### src/rtl/wav_ahb_csr_cmd_master.sv
// wav_ahb_csr_cmd_master
// Single-outstanding AHB-Lite master that turns a valid/ready command stream
// into AHB SINGLE word transfers on the CSR slave port. It returns read data
// and error/slow status on a valid/ready response stream.
// Every output comes from a flop, so no input reaches an output in the same cycle.
module wav_ahb_csr_cmd_master #(
    parameter int AWIDTH  = 32,
    parameter int DWIDTH  = 32,
    parameter int TIMEOUT = 16   // data-phase wait cycles before o_stall, 1..255
) (
    input  logic              i_hclk,
    input  logic              i_hreset,
    // command stream
    input  logic              i_cmd_valid,
    output logic              o_cmd_ready,
    input  logic              i_cmd_write,
    input  logic [AWIDTH-1:0] i_cmd_addr,
    input  logic [DWIDTH-1:0] i_cmd_wdata,
    // response stream
    output logic              o_rsp_valid,
    input  logic              i_rsp_ready,
    output logic [DWIDTH-1:0] o_rsp_rdata,
    output logic              o_rsp_error,
    output logic              o_rsp_slow,
    output logic              o_stall,
    // AHB-Lite master port
    output logic [AWIDTH-1:0] o_haddr,
    output logic              o_hwrite,
    output logic              o_hsel,
    output logic [DWIDTH-1:0] o_hwdata,
    output logic [1:0]        o_htrans,
    output logic [2:0]        o_hsize,
    output logic [2:0]        o_hburst,
    input  logic              i_hready,
    input  logic [DWIDTH-1:0] i_hrdata,
    input  logic [1:0]        i_hresp
);

    localparam logic [1:0] HTRANS_IDLE   = 2'b00;
    localparam logic [1:0] HTRANS_NONSEQ = 2'b10;
    localparam logic [1:0] HRESP_OKAY    = 2'b00;
    localparam logic [7:0] TIMEOUT_C     = 8'(TIMEOUT);

    typedef enum logic [1:0] {
        ST_IDLE = 2'd0,
        ST_ADDR = 2'd1,
        ST_DATA = 2'd2,
        ST_RSP  = 2'd3
    } state_t;

    state_t            state_q;
    logic [7:0]        wait_cnt_q;
    logic [7:0]        wait_cnt_d;
    logic [DWIDTH-1:0] wdata_q;

    logic              cmd_ready_q;
    logic              rsp_valid_q;
    logic [DWIDTH-1:0] rsp_rdata_q;
    logic              rsp_error_q;
    logic              rsp_slow_q;
    logic              stall_q;
    logic [AWIDTH-1:0] haddr_q;
    logic              hwrite_q;
    logic              hsel_q;
    logic [DWIDTH-1:0] hwdata_q;
    logic [1:0]        htrans_q;

    // Saturating increment of the data-phase wait counter (sticks at 255).
    always_comb begin
        wait_cnt_d = wait_cnt_q;
        if (wait_cnt_q != 8'hFF) begin
            wait_cnt_d = wait_cnt_q + 8'd1;
        end
    end

    // Transfer FSM IDLE->ADDR->DATA->RSP with all outputs registered.
    always_ff @(posedge i_hclk) begin
        if (i_hreset) begin
            state_q     <= ST_IDLE;
            wait_cnt_q  <= '0;
            wdata_q     <= '0;
            cmd_ready_q <= 1'b1;
            rsp_valid_q <= 1'b0;
            rsp_rdata_q <= '0;
            rsp_error_q <= 1'b0;
            rsp_slow_q  <= 1'b0;
            stall_q     <= 1'b0;
            haddr_q     <= '0;
            hwrite_q    <= 1'b0;
            hsel_q      <= 1'b0;
            hwdata_q    <= '0;
            htrans_q    <= HTRANS_IDLE;
        end else begin
            case (state_q)
                ST_IDLE: begin
                    // o_cmd_ready is high here, so valid alone completes the handshake.
                    if (i_cmd_valid) begin
                        hwrite_q    <= i_cmd_write;
                        haddr_q     <= i_cmd_addr;
                        wdata_q     <= i_cmd_wdata;
                        hsel_q      <= 1'b1;
                        htrans_q    <= HTRANS_NONSEQ;
                        cmd_ready_q <= 1'b0;
                        state_q     <= ST_ADDR;
                    end
                end
                ST_ADDR: begin
                    // The address phase ends when the slave signals ready.
                    if (i_hready) begin
                        hsel_q   <= 1'b0;
                        htrans_q <= HTRANS_IDLE;
                        hwdata_q <= hwrite_q ? wdata_q : '0;
                        state_q  <= ST_DATA;
                    end
                end
                ST_DATA: begin
                    if (!i_hready) begin
                        // An ERROR response's first cycle (hready low) lands here
                        // and counts only as a wait cycle.
                        wait_cnt_q <= wait_cnt_d;
                        if (wait_cnt_d >= TIMEOUT_C) begin
                            stall_q <= 1'b1;
                        end
                    end else begin
                        rsp_valid_q <= 1'b1;
                        rsp_error_q <= (i_hresp != HRESP_OKAY);
                        rsp_rdata_q <= (!hwrite_q && i_hresp == HRESP_OKAY) ? i_hrdata : '0;
                        rsp_slow_q  <= stall_q;
                        state_q     <= ST_RSP;
                    end
                end
                ST_RSP: begin
                    // Response fields stay frozen until the consumer takes them.
                    if (i_rsp_ready) begin
                        rsp_valid_q <= 1'b0;
                        stall_q     <= 1'b0;
                        wait_cnt_q  <= '0;
                        cmd_ready_q <= 1'b1;
                        state_q     <= ST_IDLE;
                    end
                end
                default: begin
                    state_q <= ST_IDLE;
                end
            endcase
        end
    end

    assign o_cmd_ready = cmd_ready_q;
    assign o_rsp_valid = rsp_valid_q;
    assign o_rsp_rdata = rsp_rdata_q;
    assign o_rsp_error = rsp_error_q;
    assign o_rsp_slow  = rsp_slow_q;
    assign o_stall     = stall_q;
    assign o_haddr     = haddr_q;
    assign o_hwrite    = hwrite_q;
    assign o_hsel      = hsel_q;
    assign o_hwdata    = hwdata_q;
    assign o_htrans    = htrans_q;
    assign o_hsize     = 3'b010;   // always word transfers
    assign o_hburst    = 3'b000;   // always SINGLE

endmodule

### config.mk
export PLATFORM = sky130hd
export DESIGN_NAME = wav_ahb_csr_cmd_master
export DESIGN_NICKNAME = d
export VERILOG_FILES = /design/src/rtl/wav_ahb_csr_cmd_master.sv
export SDC_FILE = /design/constraint.sdc
export NUM_CORES = 1
export LEC_CHECK = 0
export ABC_AREA = 1
export BUFFER_PORTS_ARGS = -buffer_cell sky130_fd_sc_hd__buf_2
export CELL_PAD_IN_SITES_DETAIL_PLACEMENT = 1
export CELL_PAD_IN_SITES_GLOBAL_PLACEMENT = 1
export CORE_MARGIN = 3
export CORE_UTILIZATION = 34
export CTS_CLUSTER_SIZE = 40
export DETAILED_ROUTE_END_ITERATION = 10
export GPL_TIMING_DRIVEN = 0
export PLACE_DENSITY = 0.8
export SLEW_MARGIN = 20
export SYNTH_ARGS = -nofsm -noshare
export SYNTH_HDL_FRONTEND = slang
export SYNTH_SLANG_ARGS = --single-unit
### constraint.sdc
create_clock -name i_hclk -period 1.75 [get_ports i_hclk]
set_input_delay 0.2625 -clock i_hclk [delete_from_list [all_inputs] [get_ports i_hclk]]
set_output_delay 0.2625 -clock i_hclk [all_outputs]
set_load 0.02 [all_outputs]
==> results of run 1 <==
-- layout make-up --
class,instances,area (um2),area share [%]
sequential,145,2910,38.8
multi-input combinational,493,2310,30.9
timing repair buffer,208,1040,14.0
clock buffer,20,447,5.97
buffer,53,297,3.96
tap,211,264,3.53
clock inverter,12,134,1.79
inverter,19,71.3,0.953
antenna,2,5.00,0.0669
-- worst max-delay path: stages (launching register included) --
cell	delay, ns
dfxtp_1	0.37
ha_2	0.24
inv_1	0.08
or2_2	0.34
o21ai_4	0.14
a21oi_4	0.08
o21ai_0	0.17
a21oi_1	0.06
-- cells by family after synthesis --
| group | share of synthesized area [%] |
|---|---|
| buffers and inverters | 5.99 |
| adders and majority gates | 1.37 |
| and+or+nand+nor | 24.1 |
| other | 0.137 |
| DFF | 52.8 |
| AOI/OAI and AO/OA | 15.5 |
-- path summary, 6_finish.rpt --
path / depth (start not counted) / from / slack (ns) / to
worst min register to register: 2 / o_hwdata[23]$_SDFFE_PP0P_ / 0.46 / o_hwdata[23]$_SDFFE_PP0P_
worst max-delay path: 7 / state_q[0]$_SDFFE_PP0P_ / 0.16 / wait_cnt_q[0]$_SDFFE_PP0P_
worst max register to register: 7 / state_q[0]$_SDFFE_PP0P_ / 0.16 / wait_cnt_q[0]$_SDFFE_PP0P_
worst min-delay path: 3 / i_hrdata[1] / 0.08 / o_rsp_rdata[1]$_SDFFE_PP0P_
-- sequential cells by signal, summed over array words and instances (netlist names), 2 cells and up --
| name | flops |
|---|---|
| o_haddr | 32 |
| o_hwdata | 32 |
| o_rsp_rdata | 32 |
| state_q | 2 |
| wait_cnt_q | 8 |
| wdata_q | 32 |
-- per-stage QoR --
step           utilization, %  instances
2_1_floorplan               -        710
3_3_place_gp             44.0       1128
3_5_place_dp             44.0       1128
4_1_cts                  47.8       1160
5_1_grt                  48.3       1161
6_report                 48.3       1163
-- what timing repair did --
action / in CTS / in global routing
resized for setup: 9 / 36
buffers inserted: 0 / 1
pin swaps: 0 / 1
setup endpoints to repair: 83 / 97
-- per-layer routing --
layer	share of wire [%]	routed length, um
met1	44	7510
met2	48	8270
met3	6.4	1110
met4	1.8	304
met5	0.076	13
-- cell usage in the layout (no fill, tap or decap), types with 2 or more instances in the layout --
cell type   synthesis  final
a21oi_1            64     64
a21oi_2             9      9
a22oi_1             2      2
buf_1               6      4
buf_2               5    208
buf_4               8     10
buf_6               3      3
bufinv_16           0      2
clkbuf_1           31     20
clkbuf_16           0     17
clkbuf_2            0     11
clkbuf_4            0      7
clkinv_2            0      3
clkinv_4            0      3
clkinvlp_4          0      2
conb_1              2      7
dfxtp_1           145    143
dfxtp_2             0      2
diode_2             0      2
ha_1                6      4
inv_1              19     17
inv_2               0      2
inv_6               0      2
nand2_1           118    118
nand2_2             9      9
nand3_1            41     41
nor2_1            151    149
nor2_2              1      2
nor3_1              2      2
o21ai_0            69     68
o21ai_1             3      4
o21bai_1            2      2
-- power groups by stage --
stage	clock network (W)	logic (W)	registers (W)
floorplan	0	0.00141	0.00446
global placement	0	0.00260	0.00414
detailed placement	0	0.00265	0.00416
CTS	0.00366	0.00270	0.00410
global route	0.00381	0.00307	0.00417
finish	0.00358	0.00273	0.00410
==> flow_metrics.env, run 1 <==
export IMPL_status="completed"
export IMPL_drive_above_1_share_pct=31.8
export IMPL_nets=1047
export IMPL_drv_cap=0
export IMPL_use_met1_pct=23.1
export IMPL_post_route_cell_area_um2=7480
export IMPL_worst_pin_slew_ns=0.692
export IMPL_relSlewSlack_pct=53.9
export IMPL_die_height_um=133
export IMPL_rsz0062_at_grt="true"
export IMPL_h_tree_depth=4
export IMPL_critPathRequiredTime_ns=2.05
export IMPL_crit_arrival_ns=1.89
export IMPL_cts_clk_slew_worst_paths_ns=0.06
export IMPL_syn_area_per_cell_um2=7.79
export IMPL_seqPwrFrac_pct=39.4
export IMPL_timing_final_ws_setup_ns=0.160
export IMPL_start_kind="flop"
export IMPL_skew_ns=0.00771
export IMPL_ctsRootBufferMaster="clkbuf_16"
export IMPL_ys_types=30
export IMPL_cts_tree="built"
export IMPL_finalPower_w=0.0104
export IMPL_cts_buffers=17
export IMPL_dp_slack_ns=-0.177
export IMPL_cts_sinks=145
export IMPL_via_count=5449
export IMPL_grt_antenna_before_repair=1
export IMPL_grt_util_met3_pct=6.04
export IMPL_core_um2=15500
export IMPL_place_area_um2=6810
export IMPL_start_util_pct=35.5
export IMPL_pwr_share_comb_pct=26.2
export IMPL_grt_busiest_layer="met2"
export IMPL_clk_path_buf_depth=2
export IMPL_dpl_hpwl_mm=12.7
export IMPL_fin_crit_ns=1.59
export IMPL_drt_iter0_drc=218
export IMPL_grt_pass1_wl_mm=27.4
export IMPL_hold_viol=0
export IMPL_fillCellCount=2006
export IMPL_netlist_area_um2=5490
export IMPL_die_area_um2=17700
export IMPL_critPathKind="reg -> reg"
export IMPL_gr_total_overflow=0
export IMPL_syn_inst=705
export IMPL_period_share_pct=90.8
export IMPL_pwr_share_clk_pct=34.4
export IMPL_setup_viol=0
export IMPL_fp_dieW_um=133
export IMPL_p_int_w=0.00689
export IMPL_p_leak_nw=3.35
export IMPL_ys_ff_latch=145
export IMPL_antenna_left=0
export IMPL_area_delta_synth_final_pct=36.1
export IMPL_ys_flop_type="dfxtp_1"
export IMPL_yosys_top_cells_area="dfxtp_1 (53%), nor2_1 (10%), nand2_1 (8.1%)"
export IMPL_netSwitchingPower_w=0.00353
export IMPL_critPathCaptureType="flop"
export IMPL_slew_violations=0
export IMPL_fin_tns_setup_ns=0
export IMPL_cts_hold_buf=0
export IMPL_avgViaCountPerCell=4.69
export IMPL_yosysMostFrequentCell="nor2_1"
export IMPL_grt_use_met2_pct=32.3
export IMPL_critPathMaxFanout=6
export IMPL_power_share_switching_pct=33.9
export IMPL_synthTopCellsByCount="nor2_1 (151), dfxtp_1 (145), nand2_1 (118), o21ai_0 (69), a21oi_1 (64)"
export IMPL_track_usage_pct=19.2
export IMPL_portBuffers=207
export IMPL_yosysTopAreaCellShare_pct=52.8
export IMPL_drc=0
export IMPL_yosysSeqAreaShare_pct=52.8
export IMPL_power_density_nw_per_um2=1390
export IMPL_hp_class="in -> reg"
export IMPL_grt_max_degree=17
export IMPL_yosys_area_top_type="dfxtp_1"
export IMPL_vdd_ir_drop_max_uv=700
export IMPL_wire_per_inst_um=14.8
export IMPL_async_reset_ff_share_pct=0
export IMPL_io_pin_count=215
export IMPL_clkLatencyLatePin_ns=0.42
export IMPL_gp_congestion=0.785
export IMPL_fmax_mhz=629
export IMPL_num_rows=45
export IMPL_drtPass1Iterations=4
export IMPL_synth_edff_count=0
export IMPL_grt_pass1_vias=5422
export IMPL_ys_warn_count=0
export IMPL_holdWs_ns=0.0772
export IMPL_drt_total_wl_mm=17.2
No activity file was read; power rests on OpenSTA's default activity.
==> inputs of run 2 (changes only) <==
PLACE_DENSITY = unset   (was 0.8)
PLACE_DENSITY_LB_ADDON = 0.2   (was unset)
==> run 2 against run 1 <==
Against the previous run: clock skew up 0.0011 ns; count of clock-buffer cells in the layout up 2; routed wire length down 2.7%; core utilization about the same; final cell count down 0.34%.
==> flow_metrics.env, run 2 (synthesized netlist as in run 1, its figures left out) <==
export IMPL_status="completed"
export IMPL_slowest_delay_ns=0.34
export IMPL_cts_sinks=145
export IMPL_area_delta_synth_final_pct=36.2
export IMPL_final_cell_mix="buf_2 (211), nor2_1 (149), dfxtp_1 (143)"
export IMPL_antenna_cells=0
export IMPL_grt_pass1_wl_mm=27.1
export IMPL_critPathMaxFanout=10
export IMPL_vdd_ir_drop_max_uv=699
export IMPL_slew_violations=0
export IMPL_finalNonFillerCells=1159
export IMPL_wire_per_inst_um=14.4
export IMPL_start_kind="flop"
export IMPL_drv_cap=0
export IMPL_hold_viol=0
export IMPL_cts_tree="built"
export IMPL_num_rows=45
export IMPL_setup_viol=0
export IMPL_grt_pass1_vias=5444
export IMPL_crit_arrival_ns=1.93
export IMPL_die_area_um2=17700
export IMPL_layout_commonest_cell="buf_2"
export IMPL_track_usage_pct=18.8
export IMPL_grt_antenna_before_repair=0
export IMPL_critPathCaptureType="flop"
export IMPL_placed_cells=1128
export IMPL_gp_congestion=0.766
export IMPL_die_height_um=133
export IMPL_fmax_mhz=628
export IMPL_crit_slowest_cell="dfxtp_2"
export IMPL_drtPass1Iterations=4
export IMPL_fin_crit_ns=1.59
export IMPL_critPathRequiredTime_ns=2.09
export IMPL_dpl_hpwl_mm=12.5
export IMPL_critPathKind="reg -> reg"
export IMPL_cp_startpoint="state_q[1]$_SDFFE_PP0P_"
export IMPL_dp_slack_ns=-0.240
export IMPL_timing_final_ws_setup_ns=0.159
export IMPL_min_from="i_cmd_addr[6]"
export IMPL_h_tree_depth=4
export IMPL_rsz0062_at_grt="true"
export IMPL_clk_path_buf_depth=2
export IMPL_grt_max_degree=17
export IMPL_skew_ns=0.00884
export IMPL_io_pin_count=215
export IMPL_crit_path_cell_trace="inv_1 -> ha_1 -> nand2_1 -> inv_1 -> buf_4 -> clkbuf_4 -> nor2_1 -> nor2_1"
export IMPL_antenna_left=0
export IMPL_relSlewSlack_pct=54.3
export IMPL_fin_util_pct=48.3
export IMPL_nets=1046
export IMPL_cts_buffers=17
export IMPL_portBuffers=207
export IMPL_cts_clk_slew_worst_paths_ns=0.06
export IMPL_hp_class="in -> reg"
export IMPL_clkLatencyLatePin_ns=0.42
export IMPL_p_leak_nw=3.35
export IMPL_fp_dieW_um=133
export IMPL_period_share_pct=90.9
export IMPL_worst_pin_slew_ns=0.686
export IMPL_drt_iter0_drc=199
export IMPL_via_count=5359
export IMPL_power_density_nw_per_um2=1410
export IMPL_drc=0
export IMPL_core_um2=15500
export IMPL_avgViaCountPerCell=4.62
export IMPL_drive_above_1_share_pct=31.5
export IMPL_r2r_start="state_q[1]$_SDFFE_PP0P_"
export IMPL_holdWs_ns=0.0822
export IMPL_drt_total_wl_mm=16.7
export IMPL_ctsRootBufferMaster="clkbuf_16"
export IMPL_start_util_pct=35.5
export IMPL_gr_total_overflow=0
==> run 2: layout make-up <==
| class | instances | area [um2] |
|---|---|---|
| fill | 1976 | 8000 |
| tap | 211 | 264 |
| clock buffer | 22 | 474 |
| clock inverter | 9 | 130 |
| sequential | 145 | 2910 |
| buffer | 53 | 287 |
| multi-input combinational | 493 | 2320 |
| inverter | 19 | 71.3 |
| timing repair buffer | 207 | 1040 |
==> run 2: critical path: cells and delay by family (launching register included) <==
family	cells	cell delay (ns)
fa+ha+maj	1	0.19
simple gates	3	0.28
buf+inv	4	0.70
flops	1	0.34
==> run 2: power breakdown <==
group / leakage (nW) / internal (W) / switching [W]
registers: 1.18 / 0.00383 / 0.000286
clock network: 0.296 / 0.00235 / 0.00137
logic: 1.87 / 0.000902 / 0.00179
==> run 2: path summary, 6_finish.rpt <==
path	end	slack, ns	depth (start not counted)
worst max register to register	o_haddr[23]$_SDFFE_PP0P_	0.16	8
worst min-delay path	o_haddr[6]$_SDFFE_PP0P_	0.08	3
worst min register to register	o_rsp_rdata[24]$_SDFFE_PP0P_	0.46	2
worst max-delay path	o_haddr[23]$_SDFFE_PP0P_	0.16	8
==> run 2: per-layer routing <==
metal	vias to the layer above	part of all wire (%)	track usage [%]
li1	2736	-	-
met1	2450	46	23.9
met2	144	47	30.9
met3	29	5.2	4.65
met4	0	2.4	7.20
met5	-	0	0
==> run 2: per-stage QoR <==
step	cell area (um2)	setup TNS [ns]	total power, W
CTS	7430	-0.0123	0.0106
global placement	6810	-7.59	0.00676
floorplan	5510	0	0.00588
finish	7480	0	0.0105
detailed placement	6810	-9.25	0.00681
global route	7480	-0.105	0.0112
==> run 2: timing repair <==
action                     CTS  global route
gates cloned                 0             0
hold buffers                 0             0
setup buffers                0             0
resized for setup           11            26
pin swaps                    0             0
setup endpoints to repair   73           119
==> inputs of run 3 (changes only) <==
REMOVE_ABC_BUFFERS = 1   (was unset)
==> run 3 against run 2 <==
Against the previous run: first-iteration DRC count decreased by 13%; routed wire length increased by 11%; hold slack got worse by 0.0019 ns; clock skew decreased by 0.0024 ns; highest routed layer unchanged; sequential share of layout area decreased by 0.14 points; combinational power increased by 12%; sequential power increased by 1%; final area increased by 0.42%; critical path depth decreased by 2; worst setup slack got worse by 0.079 ns; sequential cell count unchanged.
==> flow_metrics.env, run 3 (synthesized netlist as in run 1, its figures left out) <==
export IMPL_status="completed"
export IMPL_use_met1_pct=22.8
export IMPL_slowest_delay_ns=0.34
export IMPL_power_density_nw_per_um2=1430
export IMPL_drt_total_wl_mm=18.6
export IMPL_critPathRequiredTime_ns=2.05
export IMPL_start_kind="flop"
export IMPL_drc=0
export IMPL_worst_pin_slew_ns=0.504
export IMPL_num_rows=45
export IMPL_gr_total_overflow=0
export IMPL_multiInputGateArea_um2=2420
export IMPL_post_route_cell_area_um2=7510
export IMPL_grt_use_met2_pct=36.8
export IMPL_grt_busiest_layer="met2"
export IMPL_area_delta_synth_final_pct=36.8
export IMPL_die_height_um=133
export IMPL_nets=1015
export IMPL_fin_tns_setup_ns=0
export IMPL_clkLatencyLatePin_ns=0.42
export IMPL_fmax_mhz=599
export IMPL_rsz0062_at_grt="true"
export IMPL_core_um2=15500
export IMPL_r2r_start="state_q[1]$_SDFFE_PP0P_"
export IMPL_drtPass1Iterations=4
export IMPL_crit_path_cell_trace="inv_1 -> ha_4 -> nand2_8 -> clkinv_16 -> nand2_1 -> a221o_1"
export IMPL_cts_clk_slew_worst_paths_ns=0.06
export IMPL_drv_cap=0
export IMPL_ctsRootBufferMaster="clkbuf_16"
export IMPL_vdd_ir_drop_max_uv=667
export IMPL_skew_ns=0.00640
export IMPL_cts_buffers=17
export IMPL_grt_util_met3_pct=7.40
export IMPL_start_util_pct=35.5
export IMPL_crit_slowest_cell="dfxtp_2"
export IMPL_h_tree_depth=4
export IMPL_crit_arrival_ns=1.97
export IMPL_grt_pass1_vias=5791
export IMPL_layout_commonest_cell="buf_2"
export IMPL_r2r_slack_ns=0.08
export IMPL_avgViaCountPerCell=4.88
export IMPL_antenna_left=0
export IMPL_rr_endpoint="o_cmd_ready$_SDFFE_PP1P_"
export IMPL_cp_endpoint="o_cmd_ready$_SDFFE_PP1P_"
export IMPL_hold_viol=0
export IMPL_fillCellCount=1967
export IMPL_critPathCaptureType="flop"
export IMPL_setup_viol=0
export IMPL_period_share_pct=95.4
export IMPL_cts_sinks=145
export IMPL_grt_pass1_wl_mm=29.4
export IMPL_fin_crit_ns=1.67
export IMPL_portBuffers=207
export IMPL_slew_violations=0
export IMPL_io_pin_count=215
export IMPL_fp_dieW_um=133
export IMPL_die_area_um2=17700
export IMPL_dpl_hpwl_mm=11.7
export IMPL_critPathMaxFanout=34
export IMPL_register_area_um2=2910
export IMPL_cts_tree="built"
export IMPL_holdWs_ns=0.0804
export IMPL_relSlewSlack_pct=66.1
export IMPL_final_cell_mix="buf_2 (206), nor2_1 (149), dfxtp_1 (142)"
export IMPL_gp_congestion=0.721
export IMPL_place_area_um2=6660
export IMPL_drive_above_1_share_pct=32.9
export IMPL_critPathKind="reg -> reg"
export IMPL_wire_per_inst_um=16.5
export IMPL_clk_path_buf_depth=2
export IMPL_antenna_cells=0
export IMPL_p_leak_nw=3.30
export IMPL_r2r_cells=6
export IMPL_hp_class="in -> reg"
export IMPL_via_count=5510
export IMPL_cp_startpoint="state_q[1]$_SDFFE_PP0P_"
export IMPL_grt_max_degree=53
export IMPL_drt_iter0_drc=174
export IMPL_track_usage_pct=20.6
export IMPL_grt_antenna_before_repair=0
[run 3: worst min path at each step]
stage	depth (start not counted)	start	endpoint
floorplan	1	i_hreset	o_rsp_rdata[10]$_SDFFE_PP0P_
global placement	2	o_rsp_rdata[25]$_SDFFE_PP0P_	o_rsp_rdata[25]$_SDFFE_PP0P_
detailed placement	2	o_rsp_error$_SDFFE_PP0P_	o_rsp_error$_SDFFE_PP0P_
CTS	3	i_cmd_addr[6]	o_haddr[6]$_SDFFE_PP0P_
global route	3	i_hrdata[10]	o_rsp_rdata[10]$_SDFFE_PP0P_
finish	3	i_cmd_addr[6]	o_haddr[6]$_SDFFE_PP0P_
[run 3: per-layer routing]
layer	part of all wire [%]	vias up
met3	8.4	20
met1	40	2623
met4	1.4	0
li1	-	2681
met2	50	186
met5	0	-
[run 3: timing repair]
| action | 4_1_cts | 5_1_grt |
|---|---|---|
| hold buffers | 0 | 0 |
| resized for setup | 19 | 11 |
| pin swaps | 3 | 3 |
| endpoints found under the setup margin | 136 | 61 |
| gates cloned | 4 | 1 |
| buffers inserted | 8 | 4 |
[run 3: final cells by class]
cell class / instances / area share [%]
timing repair buffer: 224 / 16.3
multi-input combinational: 496 / 32.2
clock inverter: 13 / 1.83
timing repair inverter: 2 / 0.216
tap: 211 / 3.51
sequential: 145 / 38.7
inverter: 19 / 1.35
clock buffer: 19 / 5.89
[run 3: worst max-delay path: cells and delay by family (launching register included)]
kind            cells  cell delay, ns
simple gates        2            0.24
fa+ha+maj           1            0.28
flops               1            0.34
buf+inv             2            0.34
compound gates      1            0.31
[run 3: power breakdown]
part	internal [W]	switching (W)	total, W
clock	0.00213	0.00143	0.00356
combinational	0.000977	0.00202	0.00300
sequential	0.00383	0.000325	0.00415
total	0.00694	0.00377	0.0107
[run 3: per-stage QoR]
stage | setup slack, ns | total power (W) | cells | utilization [%]
global route | -0.0336 | 0.0113 | 1129 | 48.5
CTS | -0.00701 | 0.0107 | 1124 | 48.0
detailed placement | -0.996 | 0.00679 | 1080 | 43.0
floorplan | -1.22 | 0.00574 | 657 | -
global placement | -3.02 | 0.00662 | 1075 | 42.3
finish | 0.0797 | 0.0107 | 1129 | 48.5
